**src/rtl/obi_tlul_bridge.sv**
```systemverilog
// obi_tlul_bridge: OBI master to TL-UL device bridge, MAX_OUT outstanding, in-order OBI responses.
package tlul_pkg;
  parameter int TL_AIW = 8;
  parameter logic [15:0] TL_A_USER_DEFAULT = '0;
  typedef enum logic [2:0] {PutFullData = 3'h0, PutPartialData = 3'h1, Get = 3'h4} tl_a_op_e;
  typedef enum logic [2:0] {AccessAck = 3'h0, AccessAckData = 3'h1} tl_d_op_e;
  typedef struct packed {
    logic              a_valid;
    tl_a_op_e          a_opcode;
    logic [2:0]        a_param;
    logic [1:0]        a_size;
    logic [TL_AIW-1:0] a_source;
    logic [31:0]       a_address;
    logic [3:0]        a_mask;
    logic [31:0]       a_data;
    logic [15:0]       a_user;
    logic              d_ready;
  } tl_h2d_t;
  typedef struct packed {
    logic              d_valid;
    tl_d_op_e          d_opcode;
    logic [1:0]        d_size;
    logic [TL_AIW-1:0] d_source;
    logic [31:0]       d_data;
    logic              d_error;
    logic              a_ready;
  } tl_d2h_t;
endpackage

module obi_tlul_bridge #(
  parameter int MAX_OUT     = 4,
  parameter int SRC_BASE    = 0,
  parameter int NATIVE_SIZE = 1
) (
  input  logic                       clk_i,
  input  logic                       rst_i,
  input  logic                       obi_req_i,
  output logic                       obi_gnt_o,
  input  logic [31:0]                obi_addr_i,
  input  logic                       obi_we_i,
  input  logic [3:0]                 obi_be_i,
  input  logic [31:0]                obi_wdata_i,
  output logic                       obi_rvalid_o,
  output logic [31:0]                obi_rdata_o,
  output logic                       obi_err_o,
  output tlul_pkg::tl_h2d_t          tl_o,
  input  tlul_pkg::tl_d2h_t          tl_i,
  output logic [$clog2(MAX_OUT):0]   outstanding_o,
  output logic                       idle_o,
  output logic                       spurious_o
);
  localparam int PW = $clog2(MAX_OUT);
  localparam int CW = PW + 1;
  localparam int SW = tlul_pkg::TL_AIW;

  logic [PW-1:0]      wr_ptr, rd_ptr, slot;
  logic [CW-1:0]      count;
  logic [MAX_OUT-1:0] pending, done, serr;
  logic [31:0]        sdata [MAX_OUT];
  logic [SW-1:0]      d_idx;
  logic               a_valid, gnt, hit, fast, retire, onehot, half, full;
  logic [1:0]         size, lo;
  logic               unused_sig;

  assign a_valid = obi_req_i && count < CW'(MAX_OUT);
  assign gnt = a_valid && tl_i.a_ready;
  assign obi_gnt_o = gnt;
  assign d_idx = tl_i.d_source - SW'(SRC_BASE);
  assign slot = d_idx[PW-1:0];
  assign hit = tl_i.d_valid && d_idx < SW'(MAX_OUT) && pending[slot];
  // a response for the head slot bypasses the buffer for 1-cycle latency
  assign fast = hit && slot == rd_ptr;
  assign retire = fast || done[rd_ptr];
  assign outstanding_o = count;
  assign idle_o = count == '0;
  assign unused_sig = ^{obi_addr_i[1:0], tl_i.d_opcode, tl_i.d_size};

  always_comb begin
    onehot = obi_be_i inside {4'h1, 4'h2, 4'h4, 4'h8};
    half = obi_be_i inside {4'h3, 4'hC};
    size = !obi_we_i ? 2'd2 : (NATIVE_SIZE != 0 && onehot) ? 2'd0 : (NATIVE_SIZE != 0 && half) ? 2'd1 : 2'd2;
    lo = size == 2'd0 ? {obi_be_i[3] | obi_be_i[2], obi_be_i[3] | obi_be_i[1]} :
         size == 2'd1 ? {obi_be_i[3], 1'b0} : 2'b00;
    full = size != 2'd2 || obi_be_i == 4'hF;
    tl_o = '0;
    tl_o.a_valid = a_valid;
    tl_o.a_opcode = !obi_we_i ? tlul_pkg::Get : full ? tlul_pkg::PutFullData : tlul_pkg::PutPartialData;
    tl_o.a_param = 3'b000;
    tl_o.a_size = size;
    tl_o.a_source = SW'(SRC_BASE) + SW'(wr_ptr);
    tl_o.a_address = {obi_addr_i[31:2], lo};
    tl_o.a_mask = obi_we_i ? obi_be_i : 4'hF;
    tl_o.a_data = obi_wdata_i;
    tl_o.a_user = tlul_pkg::TL_A_USER_DEFAULT;
    tl_o.d_ready = 1'b1;
  end

  always_ff @(posedge clk_i) begin
    if (rst_i) begin
      wr_ptr <= '0;
      rd_ptr <= '0;
      count <= '0;
      pending <= '0;
      done <= '0;
      serr <= '0;
      obi_rvalid_o <= 1'b0;
      obi_rdata_o <= '0;
      obi_err_o <= 1'b0;
      spurious_o <= 1'b0;
    end else begin
      obi_rvalid_o <= retire;
      if (tl_i.d_valid && !hit) spurious_o <= 1'b1;
      if (hit && !fast) begin
        done[slot] <= 1'b1;
        sdata[slot] <= tl_i.d_data;
        serr[slot] <= tl_i.d_error;
      end
      if (retire) begin
        obi_rdata_o <= fast ? tl_i.d_data : sdata[rd_ptr];
        obi_err_o <= fast ? tl_i.d_error : serr[rd_ptr];
        pending[rd_ptr] <= 1'b0;
        done[rd_ptr] <= 1'b0;
        rd_ptr <= rd_ptr + PW'(1);
      end
      if (gnt) begin
        pending[wr_ptr] <= 1'b1;
        done[wr_ptr] <= 1'b0;
        wr_ptr <= wr_ptr + PW'(1);
      end
      count <= count + CW'(gnt) - CW'(retire);
    end
  end
endmodule

```
**config.mk**
```make
export PLATFORM = sky130hd
export DESIGN_NAME = obi_tlul_bridge
export DESIGN_NICKNAME = d
export VERILOG_FILES = /design/src/rtl/obi_tlul_bridge.sv
export SDC_FILE = /design/constraint.sdc
export NUM_CORES = 1
export LEC_CHECK = 0
export ABC_AREA = 1
export CORE_ASPECT_RATIO = 1.4
export CORE_MARGIN = 2
export CORE_UTILIZATION = 48
export CTS_CLUSTER_DIAMETER = 60
export DETAILED_ROUTE_END_ITERATION = 16
export PLACE_DENSITY = 0.82
export SYNTH_ARGS = -nofsm -noshare
export SYNTH_HDL_FRONTEND = slang
export SYNTH_SLANG_ARGS = --single-unit
```
**constraint.sdc**
```tcl
create_clock -name clk_i -period 3.65 [get_ports clk_i]
set_input_delay 0.365 -clock clk_i [delete_from_list [all_inputs] [get_ports clk_i]]
set_output_delay 0.365 -clock clk_i [all_outputs]
set_load 0.02 [all_outputs]
```
Word level (Yosys, flattened, before mapping)
Memory sizes are Yosys's and may differ from the RTL's. A register that Yosys moved wholly into a read port is not among the register bits.
Cells that the tools add are included.
{"block": "classes", "eq_ne": 10, "addsub": 4, "n_bitwise": 9, "n_lt_le_gt_ge": 8, "muxes": 36, "reduce_logical": 18}
{"op": "$mux 4", "count": 9}
{"op": "$mux 32", "count": 1}
{"op": "$mux 2", "count": 7}
{"op": "$and 4x4->4", "count": 3}
{"op": "$eq 4x4->1 const B", "count": 3}
{"op": "$mux 1", "count": 11}
{"op": "$logic_and 1x1->1", "count": 10}
{"op": "$lt 2x3->1 const B", "count": 3}
{"op": "$eq 4x2->1 const B", "count": 2}
{"op": "$lt 8x3->1 const B", "count": 1}
{"op": "$not 4->4", "count": 2}
{"op": "$or 4x4->4", "count": 2}
{"op": "$bmux 1 s2", "count": 3}
{"op": "$demux 1 s2", "count": 3}
{"op": "$ge 2x1->1 const B", "count": 3}
{"op": "$add 2x1->2 const B", "count": 2}
{"op": "$bwmux 4", "count": 1}
{"op": "$eq 4x1->1 const B", "count": 1}
{"op": "$eq 4x3->1 const B", "count": 1}
{"op": "$reduce_bool 4->1", "count": 1}
{"op": "$add 3x1->3", "count": 1}
{"op": "$logic_not 3->1", "count": 1}
{"op": "$lt 3x3->1 const B", "count": 1}
{"op": "$mux 3", "count": 1}
{"op": "other kinds (9)", "count": 12}
{"block": "word_totals", "out_inout_bits": 142, "ram_bits": 128, "n_memories": 1, "ff_bits": 54}
{"name": "sdata", "words": 4, "width": 32, "rd": 1, "rd_ports_with_merged_regs": 1, "write_ports": 1, "line": "59", "rtl": "logic [31:0] sdata [MAX_OUT];"}

Longest topological paths before layout
Gate-level depths: netlist (run 1).
{"block": "logic_depth", "ltp_word": 13, "mapped_depth": 16}

Least setup slack after synthesis (run 1)
No wires, ideal clock.
{"block": "synth_path", "path_kind": "input to register", "start": "input port tl_i[36] in the netlist's numbering", "end": "memory sdata[0][0], enable pin", "cell_stages": 7, "setup_ps": 421, "setup_slack_ps": 654, "arrival_time_ps": 2575, "n_path_buf": 0, "required_ps": 3229, "cell_sequence": "nor2_1 nand2_1 nor2_2 nand2_2 nor2_4 nand2_1 nor2_1"}
{"block": "synth_between", "elab_chain_cells": 9}
{"item": "start, declared", "line": "47", "rtl": "input tlul_pkg::tl_d2h_t tl_i,"}
{"item": "$lt 8x3->1 (*)", "line": "70", "rtl": "assign hit = tl_i.d_valid && d_idx < SW'(MAX_OUT) && pending[slot];"}
{"item": "$logic_and 1x1->1 (*) (2 in series)", "line": "70"}
{"item": "$logic_and 1x1->1", "line": "72", "rtl": "assign fast = hit && slot == rd_ptr;"}
{"item": "$logic_not 1->1", "line": "113", "rtl": "if (hit && !fast) begin"}
{"item": "$logic_and 1x1->1 (*)", "line": "113"}
{"item": "$mux 1 (*)", "line": "113"}
{"item": "$mux 1 (*)", "line": "99", "rtl": "if (rst_i) begin"}
{"item": "$mux 1 (implied by the code) (*)", "line": "115", "rtl": "sdata[slot] <= tl_i.d_data;"}
{"item": "end, declared", "line": "59"}
Mark *: on every way between the ends. The rest lies on a longest branch, timed or not.

==> results of run 1 <==
-- worst min-delay path: cells and delay by family (launching register included) --
kind / cells / cell delay, ns
AO/OA/AOI/OAI: 1 / 0.05
flip-flops: 1 / 0.31
AND/OR/NAND/NOR: 1 / 0.06
-- power by group through the flow --
stage | clock network (mW) | registers (mW) | logic (mW)
2_1_floorplan | 0 | 2.49 | 0.842
3_3_place_gp | 0 | 2.42 | 1.19
3_5_place_dp | 0 | 2.42 | 1.22
4_1_cts | 1.90 | 2.37 | 1.23
5_1_grt | 1.98 | 2.38 | 1.37
6_report | 1.87 | 2.37 | 1.23
-- registers in the layout (all words and copies together), names as in the netlist, named ones only --
name	cells
obi_rdata_o	32
outstanding_o	3
done	4
sdata	128
rd_ptr	2
wr_ptr	2
obi_rvalid_o	1
obi_err_o	1
pending	4
spurious_o	1
serr	4
-- layer usage --
metal,routed length (um),share of wire
met2,10700,0.50
met5,13,0.00061
met1,7540,0.35
met3,2410,0.11
met4,725,0.034
-- synthesized netlist by cell type, types with 2 or more instances --
cell type / count
a21oi_1: 11
buf_2: 10
buf_4: 91
buf_6: 9
clkbuf_1: 16
clkinv_1: 2
conb_1: 2
dfxtp_1: 56
edfxtp_1: 128
ha_1: 10
inv_1: 91
inv_2: 6
nand2_1: 168
nand2_2: 16
nand3_1: 87
nand3_2: 3
nand4_1: 8
nor2_1: 127
nor2_4: 3
nor3_1: 2
o21ai_0: 63
o21ai_1: 20
o22ai_1: 3
or2_2: 2
-- path summary, 6_finish.rpt --
| check | end | slack, ns |
|---|---|---|
| min reg2reg | serr[3] | 0.46 |
| min | serr[3] | 0.46 |
| max | tl_o[53] | 0.96 |
| max reg2reg | outstanding_o[2] | 1.11 |
-- cell families after synthesis --
family / after synthesis / synth area share
adder cells (fa/ha/maj): 11 / 0.0166
XOR/XNOR: 1 / 0.00100
other: 2 / 0.000861
buffers and inverters: 228 / 0.148
flip-flops: 184 / 0.569
AND/OR/NAND/NOR: 419 / 0.207
AO/OA/AOI/OAI: 98 / 0.0570
-- area by class of cell --
type                    instances  area, um2
clock buffers                  18        429
multi-input cells             556       2590
flip-flops and latches        184       4970
clock inverters                14        170
well taps                     240        300
inverters                     100        378
diodes                          2       5.00
repair buffers                115       1160
fillers                      1523       7860
-- through the flow --
stage | setup slack, ns | power (mW) | hold slack [ns]
after floorplan | 0.654 | 3.33 | 0.440
after global placement | 0.806 | 3.61 | 0.449
after detailed placement | 0.736 | 3.64 | 0.454
after CTS | 0.976 | 5.50 | 0.464
after global routing | 0.884 | 5.73 | 0.487
final | 0.963 | 5.47 | 0.464
-- placed cells by master, fill, tap and decap left out, types with 4 or more instances in the layout --
master / synthesis / final
nand2_2: 16 / 16
nor2_4: 3 / 7
edfxtp_1: 128 / 128
inv_6: 0 / 4
o21ai_1: 20 / 20
a21oi_1: 11 / 11
inv_2: 6 / 6
conb_1: 2 / 27
nand2_1: 168 / 168
buf_4: 91 / 9
o21ai_0: 63 / 63
nand3_1: 87 / 87
nand4_1: 8 / 8
dfxtp_1: 56 / 55
nor2_1: 127 / 123
clkdlybuf4s50_1: 0 / 103
ha_1: 10 / 10
clkbuf_16: 0 / 17
inv_1: 91 / 91
==> results.py, run 1 <==
metrics = {
    "clock_tree": {
        "clkTransAtPathRegs_ns": 0.07,
        "cts_inserted_buffers": 17,
        "cts.sink_count": 184,
        "post_cts_buffers": 0,
        "cts_tree": "built",
        "clock_latency_ns": 0.43,
        "clock-root-buffer": "clkbuf_16",
        "htree_levels": 4,
        "cts-resized-gates": 0,
        "cts_buffer_depth": 2,
        "hold_buffers": 0,
    },
    "global_route": {
        "antenna_found_initial": 3,
        "grt_use_met2": 0.367,
        "grt_util_met3": 0.113,
        "grt_use_met1": 0.228,
        "first_global_vias": 5822,
        "grt-busiest-layer": "met2",
        "grt_overflow": 0,
        "grt_pass1_wl_mm": 32.0,
        "grt_max_degree": 65,
        "gr-usage-all-layers": 0.220,
    },
    "detailed_routing": {
        "drt-pass1-iter-count": 5,
        "drc": 0,
        "num_vias": 6198,
        "drtAntennaViolNets": 0,
        "wirelength_mm": 21.3,
        "detail_route.wl_per_cell_um": 17.4,
        "via_per_inst": 5.04,
        "initialDrtViolationCount": 519,
    },
    "logic_synthesis": {
        "yosys_warnings": 0,
        "synthFlopType": "edfxtp_1",
        "avgSynthCellArea_um2": 9.25,
        "synth_top_area_frac": 0.441,
        "async_reset_ff_frac": 0,
        "yosysSeqAreaShare": 0.569,
        "netlist_top_cells_area": "edfxtp_1 44%, dfxtp_1 13%, buf_4 7.8%",
        "netlist_instances": 943,
        "yosys.area.top_type": "edfxtp_1",
        "post_synth_instance_area_um2": 8720,
        "yosys_register_bits": 184,
        "synth_edf_count": 128,
        "ys_types": 33,
    },
    "worst_hold_path": {
        "hold_path.startpoint": "serr[3]",
        "hold_class": "reg -> reg",
        "hold_depth": 2,
    },
    "floorplan": {
        "die_w_um": 118,
        "fp.dieH_um": 163,
        "fp.coreArea_um2": 17900,
        "start_util": 0.488,
        "io_pins": 262,
        "die-area_um2": 19300,
        "num_rows": 58,
    },
    "sta": {
        "hold_viol": 0,
        "setup_viol": 0,
        "slew_headroom": 0.281,
        "fin_crit_sh": 0.736,
        "skew_ns": 0.00891,
        "tightest_slew_ns": 1.08,
        "rsz0062_at_grt": "false",
        "post-route-min-period_ns": 2.69,
        "fin_tns_setup_ns": 0,
        "final_max_slew_viol_count": 0,
        "fmax_mhz": 372,
    },
    "power": {
        "pwr-share-seq": 0.433,
        "internal_power_mw": 3.84,
        "switching_power_mw": 1.64,
        "p_leak_nw": 4.09,
        "ir_drop_mv": 0.325,
        "power.density_nw_per_um2": 548,
        "clock_power_share": 0.342,
        "share_comb_of_total_power": 0.225,
        "netSwitchingFraction": 0.299,
    },
    "critical_path": {
        "crit_buf_inv": 3,
        "cp.arrival_ns": 2.32,
        "crit_path_end_kind": "output port",
        "r2r-start": "rd_ptr[0]",
        "slowest_stage": "clkdlybuf4s50_1",
        "crit_required_ns": 3.28,
        "start_kind": "primary input",
        "path_common_cell": "clkdlybuf4s50_1",
        "cpPeakStageDelay_ns": 0.65,
        "r2r.worst_path.cells": 14,
        "crit_type": "in -> out",
        "worst_path_dominant_cell_family": "buffers and inverters",
        "cp_max_fo": 4,
        "path_depth": 6,
        "critPathLaunch": "obi_we_i",
        "worstPathCellList": "clkdlybuf4s50_1, o21ai_0, a21oi_1, inv_1, a211oi_1, clkdlybuf4s50_1",
    },
    "finish": {
        "layout.cells.non_filler": 1229,
        "fin_area_um2": 9990,
        "fin_nets": 1105,
        "fin_util": 0.560,
        "area_growth_pct": 14.6,
        "final_layout_size_suffix_gt1_frac": 0.0811,
    },
    "placement": {
        "place_congestion": 0.908,
        "dpl.hpwl_mm": 14.6,
        "placed_cells": 1195,
        "dpl_cell_area_um2": 9390,
        "portBuffers": 103,
    },
    "run_status": {
        "status": "completed",
    },
    "flow_run": {
        "drv_cap": 0,
    },
}
Power figures use the tool's default switching activity.
==> run 2, diff against run 1 <==
Clock period 3.65 ns to 2.7 ns, I/O delays scaled along.
==> run 2 against run 1 <==
  * Worst setup slack worse by 0.75 ns
  * Hold slack improved by 0.0034 ns
  * Cell count up 0.49%
  * Non-clock buffer count grew 8
  * Critical path type unchanged
  * Highest routed layer unchanged
==> results.py, run 2 (synthesis results as in run 1) <==
metrics = {
    "run_status": {
        "status": "completed",
    },
    "critical_path": {
        "r2r-start": "rd_ptr[1]",
        "rrSetupSlack_ns": 0.33,
        "worstPathCellList": "clkdlybuf4s50_1, o21ai_0, a21oi_1, inv_1, a211oi_1, clkdlybuf4s50_1",
        "cp_max_fo": 4,
        "reg2reg_to": "outstanding_o[2]",
        "path_common_cell": "clkdlybuf4s50_1",
        "slowest_stage": "clkdlybuf4s50_1",
        "crit_buf_inv": 3,
        "cpPeakStageDelay_ns": 0.65,
        "cp.arrival_ns": 2.22,
        "start_kind": "primary input",
        "worst_path_dominant_cell_family": "buffers and inverters",
        "crit_required_ns": 2.43,
        "crit_path_end_kind": "output port",
        "r2r.worst_path.cells": 14,
        "crit_type": "in -> out",
    },
    "placement": {
        "dpl.hpwl_mm": 15.1,
        "placed_cells": 1203,
        "portBuffers": 103,
        "pre_cts_ws_ns": 0.0326,
        "place_congestion": 0.872,
    },
    "detailed_routing": {
        "drtAntennaViolNets": 0,
        "initialDrtViolationCount": 568,
        "dr.max_layer_used": "met5",
        "num_vias": 6287,
        "detail_route.wl_per_cell_um": 18.1,
        "drc": 0,
        "drt-pass1-iter-count": 5,
        "met1_length_mm": 7.86,
        "met3_length_mm": 2.47,
        "wirelength_mm": 22.4,
        "route.met2.wl_mm": 11.2,
        "via_per_inst": 5.09,
    },
    "flow_run": {
        "drv_cap": 0,
    },
    "sta": {
        "setup_slack_ns": 0.212,
        "slew_headroom": 0.544,
        "fin_crit_sh": 0.921,
        "hold_viol": 0,
        "skew_ns": 0.00693,
        "final_max_slew_viol_count": 0,
        "rsz0062_at_grt": "false",
        "fin_tns_setup_ns": 0,
        "tightest_slew_ns": 0.684,
        "fmax_mhz": 402,
        "setup_viol": 0,
        "finalHoldWorstSlack_ns": 0.468,
        "post-route-min-period_ns": 2.49,
    },
    "finish": {
        "fin_nets": 1113,
        "top_register": "sdata",
        "final_common_cell": "nand2_1",
        "area_growth_pct": 16.0,
        "antenna_cells": 0,
        "mostFrequentLayoutCells": "168 x nand2_1, 128 x edfxtp_1, 123 x nor2_1, 103 x clkdlybuf4s50_1, 91 x inv_1",
        "final_layout_size_suffix_gt1_frac": 0.0864,
        "largest_reg_flops": 128,
        "layout.cells.non_filler": 1235,
        "reg.largest.list": "sdata x128, obi_rdata_o x32",
        "n_fill_cell": 1517,
    },
    "global_route": {
        "gr-usage-all-layers": 0.232,
        "first_global_vias": 5938,
        "grt_overflow": 0,
        "antenna_found_initial": 2,
        "grt_pass1_wl_mm": 33.4,
        "grt_max_degree": 65,
    },
    "floorplan": {
        "fp.dieH_um": 163,
        "fp.coreArea_um2": 17900,
        "start_util": 0.488,
        "die_w_um": 118,
        "io_pins": 262,
        "num_rows": 58,
        "die-area_um2": 19300,
    },
    "power": {
        "finalPower_mw": 7.58,
        "p_leak_nw": 4.14,
        "power.density_nw_per_um2": 750,
        "ir_drop_mv": 0.472,
    },
    "clock_tree": {
        "clock_latency_ns": 0.44,
        "cts-resized-gates": 0,
        "cts_tree": "built",
        "hold_buffers": 0,
        "cts.sink_count": 184,
        "cts_buffer_depth": 2,
        "clkTransAtPathRegs_ns": 0.06,
        "htree_levels": 4,
        "post_cts_buffers": 0,
        "cts_inserted_buffers": 17,
        "clock-root-buffer": "clkbuf_16",
    },
    "worst_hold_path": {
        "hold_depth": 2,
        "hold_class": "reg -> reg",
        "min_to": "serr[0]",
        "hold_path.startpoint": "serr[0]",
    },
}
## run 2: area by class of cell
class,count,area [um2],area share
clock buffer,19,433,0.0428
inverter,100,378,0.0374
clock inverter,13,203,0.0200
multi-input combinational,556,2590,0.256
sequential,184,4970,0.491
timing repair buffer,123,1240,0.123
tap,240,300,0.0297
## run 2: layer usage
layer,global-route usage,vias to the layer above
met5,0,-
met4,0.113,4
met3,0.115,69
met2,0.399,279
met1,0.235,2916
li1,-,3019
## run 2: worst register-to-register path: stages, from the launching register on
cell and delay [ns]:
dfxtp_1 0.52, inv_1 0.20, nand2_1 0.11, nand2_1 0.09, nor2_4 0.12, nand3_2 0.09
nand2_2 0.08, ha_1 0.22, inv_1 0.06, ha_1 0.13, inv_1 0.05, fa_1 0.35
inv_1 0.07, o21ai_0 0.08, a21oi_1 0.14
## run 2: how the worst max path moves through the flow
stage | startpoint | to | slack [ns] | depth (start not counted)
final | obi_we_i | tl_o[53] | 0.21 | 6
after detailed placement | tl_i[34] | outstanding_o[2] | 0.03 | 16
after CTS | obi_we_i | tl_o[53] | 0.22 | 6
after global placement | tl_i[34] | outstanding_o[2] | 0.14 | 16
after global routing | obi_we_i | tl_o[53] | 0.11 | 6
after floorplan | tl_i[36] | sdata[0][0] | 0.32 | 7
## run 2: through the flow
| step | area [um2] | utilization |
|---|---|---|
| floorplan | 8820 | - |
| global placement | 9470 | 0.531 |
| detailed placement | 9470 | 0.531 |
| CTS | 10100 | 0.566 |
| global route | 10100 | 0.566 |
| finish | 10100 | 0.566 |
## run 2: power by group
part | switching (mW) | total [mW] | internal [mW] | leakage [nW]
Clock | 1.04 | 2.67 | 1.63 | 0.298
Combinational | 1.07 | 1.70 | 0.624 | 2.24
Sequential | 0.0912 | 3.21 | 3.12 | 1.60
==> edit 1 (flow settings as in run 2) <==
Change the parameter `MAX_OUT` from 4 to 8.
--- a/src/rtl/obi_tlul_bridge.sv
+++ b/src/rtl/obi_tlul_bridge.sv
@@ -28,7 +28,7 @@
 endpackage
 
 module obi_tlul_bridge #(
-  parameter int MAX_OUT     = 4,
+  parameter int MAX_OUT     = 8,
   parameter int SRC_BASE    = 0,
   parameter int NATIVE_SIZE = 1
 ) (
Ports: changed (resized outstanding_o); port bits go from 262 to 263. The function was not compared with the original's and may differ.
==> edit 1 against run 2 <==
Setup slack better by 0.026 ns; cell area up 63%; power up 31%; routed wire length up 67%; count of clock-buffer cells in the layout up 22; cell count up 53%; synthesized cell count up 53%; sequential cell count up 144; area after synthesis up 65%; critical path depth up 3; largest power group unchanged.
==> edit 1: results (changes against run 2) <==
Outcome
  – Result of the run: finished, final reports clean (unchanged)

Finish
  – Count of placed standard cells in the final layout, fillers left out: 1887 (was 1235)
  – Post-synthesis to final-layout area growth: 14.57% (was 15.96%)
  – Number of fill cells: 2388 (was 1517)
  – Biggest registers after layout: sdata (256), obi_rdata_o (32) (was sdata (128), obi_rdata_o (32))
  – Sequential cell area share: 55.27% (was 49.12%)
  – Non-clock buffer count in the final layout: 153 (was 123)
  – Final antenna diode count: 1 (was 0)
  – NumNets Final: 1606 (was 1113)
  – Final cell area excluding filler cells: 16530 um2 (was 10110 um2)

Routing
  – Number of DRC markers in iteration 0: 1106 (was 568)
  – Number of iterations in the first detailed-routing pass: 6 (was 5)
  – Aggregate routed wire length: 37.44 mm (was 22.36 mm)
  – Routed vias: 10570 (was 6287)

Power
  – Sequential-cell power consumption: 5.47 mW (was 3.21 mW)
  – Switch Pwr: 2.089 mW (was 2.200 mW)
  – Net Sw Frac: 21.06% (was 29.02%)

Place
  – Dpl ws: -0.04542 ns (was 0.03264 ns)
  – Half-perimeter wire length after detailed placement: 22.55 mm (was 15.11 mm)

Clock tree
  – Clock buffers created by TritonCTS: 29 (was 17)
  – Clock insertion delay at the later pin of the skew report: 0.55 ns (was 0.44 ns)
  – CTS max path bufs: 3 (was 2)
  – Number of levels the H-tree was split into: 1 (was 4)
  – Sink Count: 328 (was 184)

Worst setup path
  – Critical path origin: obi_be_i[2] (was obi_we_i)
  – Data arrival at the endpoint of the critical path: 2.19 ns (was 2.22 ns)
  – Endpoint of the worst register-to-register path: outstanding_o[3] (was outstanding_o[2])
  – Critical path's largest stage delay: 0.62 ns (was 0.65 ns)

GRT
  – Vias in the first global route: 10430 (was 5938)
  – Antenna violations before repair: 1 (was 2)
  – GRT Overall Usage: 23.38% (was 23.23%)
  – First-pass GRT wire length: 56.46 mm (was 33.36 mm)

Yosys
  – Share of the synthesized netlist area taken by xor and xnor gates: 0.2429% (was 0.1005%)
  – Synth Area in Compound Gates: 8.934% (was 5.697%)
  – EDFF count, synth: 256 (was 128)
  – Main area contributors after synthesis: sky130_fd_sc_hd__edfxtp_1 (53%), sky130_fd_sc_hd__dfxtp_1 (10%), sky130_fd_sc_hd__nand2_1 (9.1%), sky130_fd_sc_hd__buf_4 (5.0%), sky130_fd_sc_hd__o21ai_0 (5.0%) (was sky130_fd_sc_hd__edfxtp_1 (44%), sky130_fd_sc_hd__dfxtp_1 (13%), sky130_fd_sc_hd__buf_4 (7.8%), sky130_fd_sc_hd__nand2_1 (7.2%), sky130_fd_sc_hd__nor2_1 (5.5%))
  – Instance count of the mapped netlist: 1440 (was 943)

Min path
  – Min-delay worst type: in -> reg (was reg -> reg)
  – Min-delay src: tl_i[47] (was serr[0])
  – Hold Path Cell Cnt: 3 (was 2)

Timing
  – Worst setup skew after layout: 0.01112 ns (was 0.006926 ns)
  – Crit share post-route: 91.18% (was 92.14%)
  – Slew at the pin closest to its max-slew limit: 0.8520 ns (was 0.6836 ns)
edit 1: changes by cell type after synthesis, moves of 8 or more:
cell                       delta
sky130_fd_sc_hd__a21oi_1     +17
sky130_fd_sc_hd__nand2_1    +182
sky130_fd_sc_hd__nor2_1      +64
sky130_fd_sc_hd__o22ai_1     +61
sky130_fd_sc_hd__nand3_1     -21
sky130_fd_sc_hd__dfxtp_1     +16
sky130_fd_sc_hd__nand2_2     -15
sky130_fd_sc_hd__clkbuf_1    +33
sky130_fd_sc_hd__edfxtp_1   +128
sky130_fd_sc_hd__o21ai_1     -20
sky130_fd_sc_hd__nand4_1      -8
sky130_fd_sc_hd__inv_1       -39
sky130_fd_sc_hd__o21ai_0     +82
edit 1: metal layers:
layer | GRT usage (%) | vias to the layer above | share of wire (%)
met4 | 14.70 | 0 | 5.8
li1 | - | 4842 | -
met2 | 40.11 | 547 | 50
met3 | 4.476 | 155 | 9.0
met1 | 26.45 | 5027 | 35
met5 | 0 | - | 0
==> edit 2 (flow settings as in run 2) <==
Without the edit above. Put one more register stage on the output `obi_err_o`, with the module's reset. The value now appears one clock later. The other outputs are not delayed to match.
--- a/src/rtl/obi_tlul_bridge.sv
+++ b/src/rtl/obi_tlul_bridge.sv
@@ -53,6 +53,8 @@
   localparam int CW = PW + 1;
   localparam int SW = tlul_pkg::TL_AIW;
 
+  logic obi_err_s0;
+
   logic [PW-1:0]      wr_ptr, rd_ptr, slot;
   logic [CW-1:0]      count;
   logic [MAX_OUT-1:0] pending, done, serr;
@@ -105,7 +107,7 @@
       serr <= '0;
       obi_rvalid_o <= 1'b0;
       obi_rdata_o <= '0;
-      obi_err_o <= 1'b0;
+      obi_err_s0 <= 1'b0;
       spurious_o <= 1'b0;
     end else begin
       obi_rvalid_o <= retire;
@@ -117,7 +119,7 @@
       end
       if (retire) begin
         obi_rdata_o <= fast ? tl_i.d_data : sdata[rd_ptr];
-        obi_err_o <= fast ? tl_i.d_error : serr[rd_ptr];
+        obi_err_s0 <= fast ? tl_i.d_error : serr[rd_ptr];
         pending[rd_ptr] <= 1'b0;
         done[rd_ptr] <= 1'b0;
         rd_ptr <= rd_ptr + PW'(1);
@@ -130,5 +132,13 @@
       count <= count + CW'(gnt) - CW'(retire);
     end
   end
+  always_ff @(posedge clk_i) begin
+    if (rst_i) begin
+      obi_err_o <= '0;
+    end else begin
+      obi_err_o <= obi_err_s0;
+    end
+  end
+
 endmodule
 
Function: changed (a bounded check fails within 4 cycles, from zero or initial values and one cycle with rst_i high).
==> edit 2 against run 2 <==
Combinational power grew 2%; power decreased by 3.8%; first-iteration DRC count shrank 22%; setup slack better by 0.021 ns; cell area rose by 1.5%; sequential cell count rose by 1; routed wire length is 1.0% lower; area after synthesis increased by 1.6%; critical path type unchanged; largest power group unchanged; highest routed layer is now met4.
==> edit 2: results (changes against run 2) <==
Outcome
  – Result of the run: finished, final reports clean (unchanged)

Routing
  – Number of DRC markers in iteration 0: 442 (was 568)
  – Routed len/inst: 16.92 um (was 18.11 um)
  – Via/cell ratio: 5.122 (was 5.091)
  – Routed vias: 6699 (was 6287)

Timing
  – Achievable Freq: 0.4054 GHz (was 0.4019 GHz)
  – Slew at the pin closest to its max-slew limit: 0.6588 ns (was 0.6836 ns)
  – Worst setup skew after layout: 0.008019 ns (was 0.006926 ns)
  – Final-layout worst hold slack: 0.4549 ns (was 0.4675 ns)

Yosys
  – Commonest cells post-synth: sky130_fd_sc_hd__nand2_1 (232), sky130_fd_sc_hd__inv_1 (133), sky130_fd_sc_hd__nor2_1 (129), sky130_fd_sc_hd__edfxtp_1 (128), sky130_fd_sc_hd__buf_4 (92) (was sky130_fd_sc_hd__nand2_1 (168), sky130_fd_sc_hd__edfxtp_1 (128), sky130_fd_sc_hd__nor2_1 (127), sky130_fd_sc_hd__buf_4 (91), sky130_fd_sc_hd__inv_1 (91))
  – Number of library cell types mapped by synthesis: 31 (was 33)
  – Instance count of the mapped netlist: 1009 (was 943)
  – Part of the Yosys area used for sequential elements: 56.26% (was 56.95%)
  – Main area contributors after synthesis: sky130_fd_sc_hd__edfxtp_1 (43%), sky130_fd_sc_hd__dfxtp_1 (13%), sky130_fd_sc_hd__nand2_1 (9.8%), sky130_fd_sc_hd__buf_4 (7.8%), sky130_fd_sc_hd__inv_1 (5.6%) (was sky130_fd_sc_hd__edfxtp_1 (44%), sky130_fd_sc_hd__dfxtp_1 (13%), sky130_fd_sc_hd__buf_4 (7.8%), sky130_fd_sc_hd__nand2_1 (7.2%), sky130_fd_sc_hd__nor2_1 (5.5%))

Finish
  – Post-synthesis to final-layout area growth: 15.77% (was 15.96%)
  – Fraction of final layout cells with drive strength greater than 1: 7.216% (was 8.643%)
  – Number of fill cells: 1556 (was 1517)

Worst setup path
  – Data arrival at the endpoint of the critical path: 2.20 ns (was 2.22 ns)
  – Worst-path cell with the longest stage delay: sky130_fd_sc_hd__clkdlybuf4s50_1 (unchanged)
  – Critical path's largest stage delay: 0.67 ns (was 0.65 ns)

Power
  – Maximum vdd ir drop: 446.2 uV (was 471.6 uV)
  – Leak Pwr: 4.402 nW (was 4.137 nW)

GRT
  – GRT Overall Usage: 22.57% (was 23.23%)
  – Antenna violations before repair: 1 (was 2)
  – Vias in the first global route: 6426 (was 5938)
  – First-pass GRT wire length: 33.44 mm (was 33.36 mm)

Clock tree
  – CTS max path bufs: 2 (unchanged)

Place
  – DP Cell Count: 1275 (was 1203)
  – Half-perimeter wire length after detailed placement: 15.32 mm (was 15.11 mm)
  – Global placer's final weighted congestion: 0.8303 (was 0.8715)
  – Dpl ws: 0.06276 ns (was 0.03264 ns)
  – Placed inst area: 9696 um2 (was 9474 um2)
==> edit 2: cell types whose count changed in the layout (fill, tap and decap cells not counted), moves of 4 or more <==
| cell | change |
|---|---|
| sky130_fd_sc_hd__nand2_1 | +64 |
| sky130_fd_sc_hd__inv_1 | +42 |
| sky130_fd_sc_hd__nand2_2 | -13 |
| sky130_fd_sc_hd__o21ai_1 | -12 |
| sky130_fd_sc_hd__nand3_1 | -11 |
| sky130_fd_sc_hd__o21ai_0 | -11 |
| sky130_fd_sc_hd__nand4_1 | +8 |
| sky130_fd_sc_hd__buf_4 | +7 |
| sky130_fd_sc_hd__bufinv_16 | -5 |
| sky130_fd_sc_hd__inv_6 | +4 |
==> edit 2: logic make-up after synthesis <==
family,after synthesis,synth area share [%]
AOI/OAI and AO/OA,76,4.392
other,2,0.08477
buffers and inverters,268,15.70
DFF,185,56.26
and+or+nand+nor,466,21.82
adders and majority gates,11,1.638
xor gates and xnor gates,1,0.09887
==> edit 2: critical path, delay by kind of cell <==
family,cells,cell delay [ns]
AO/OA/AOI/OAI,2,0.32
buffers and inverters,3,1.23
AND/OR/NAND/NOR,2,0.38
==> edit 2: worst paths after layout <==
check                   start          endpoint  cells after the start
setup reg to reg    rd_ptr[0]  outstanding_o[2]                     14
hold / removal     obi_err_s0         obi_err_o                      2
setup / recovery  obi_be_i[2]          tl_o[54]                      7
hold reg to reg    obi_err_s0         obi_err_o                      2
==> edit 2: report_power, final <==
part,switching [mW],leakage (nW),internal (mW)
registers,0.0841,1.61,3.14
logic,1.12,2.53,0.626
clock network,1.11,0.259,1.23
==> edit 2: cell type report <==
| cell class | count | area share [%] |
|---|---|---|
| clock inverters | 12 | 1.073 |
| well taps | 240 | 2.928 |
| inverters | 140 | 5.123 |
| multi-input cells | 581 | 25.45 |
| diodes | 1 | 0.02440 |
| repair buffers | 129 | 12.44 |
| clock buffers | 20 | 4.355 |
| flip-flops and latches | 185 | 48.61 |
==> edit 2: routing by layer <==
layer / GRT usage, % / routed length [um] / up-vias
li1: - / - / 3176
met1: 23.16 / 7320 / 3119
met2: 39.63 / 11430 / 325
met3: 8.494 / 2555 / 79
met4: 12.55 / 829 / 0
met5: 0 / 0 / -
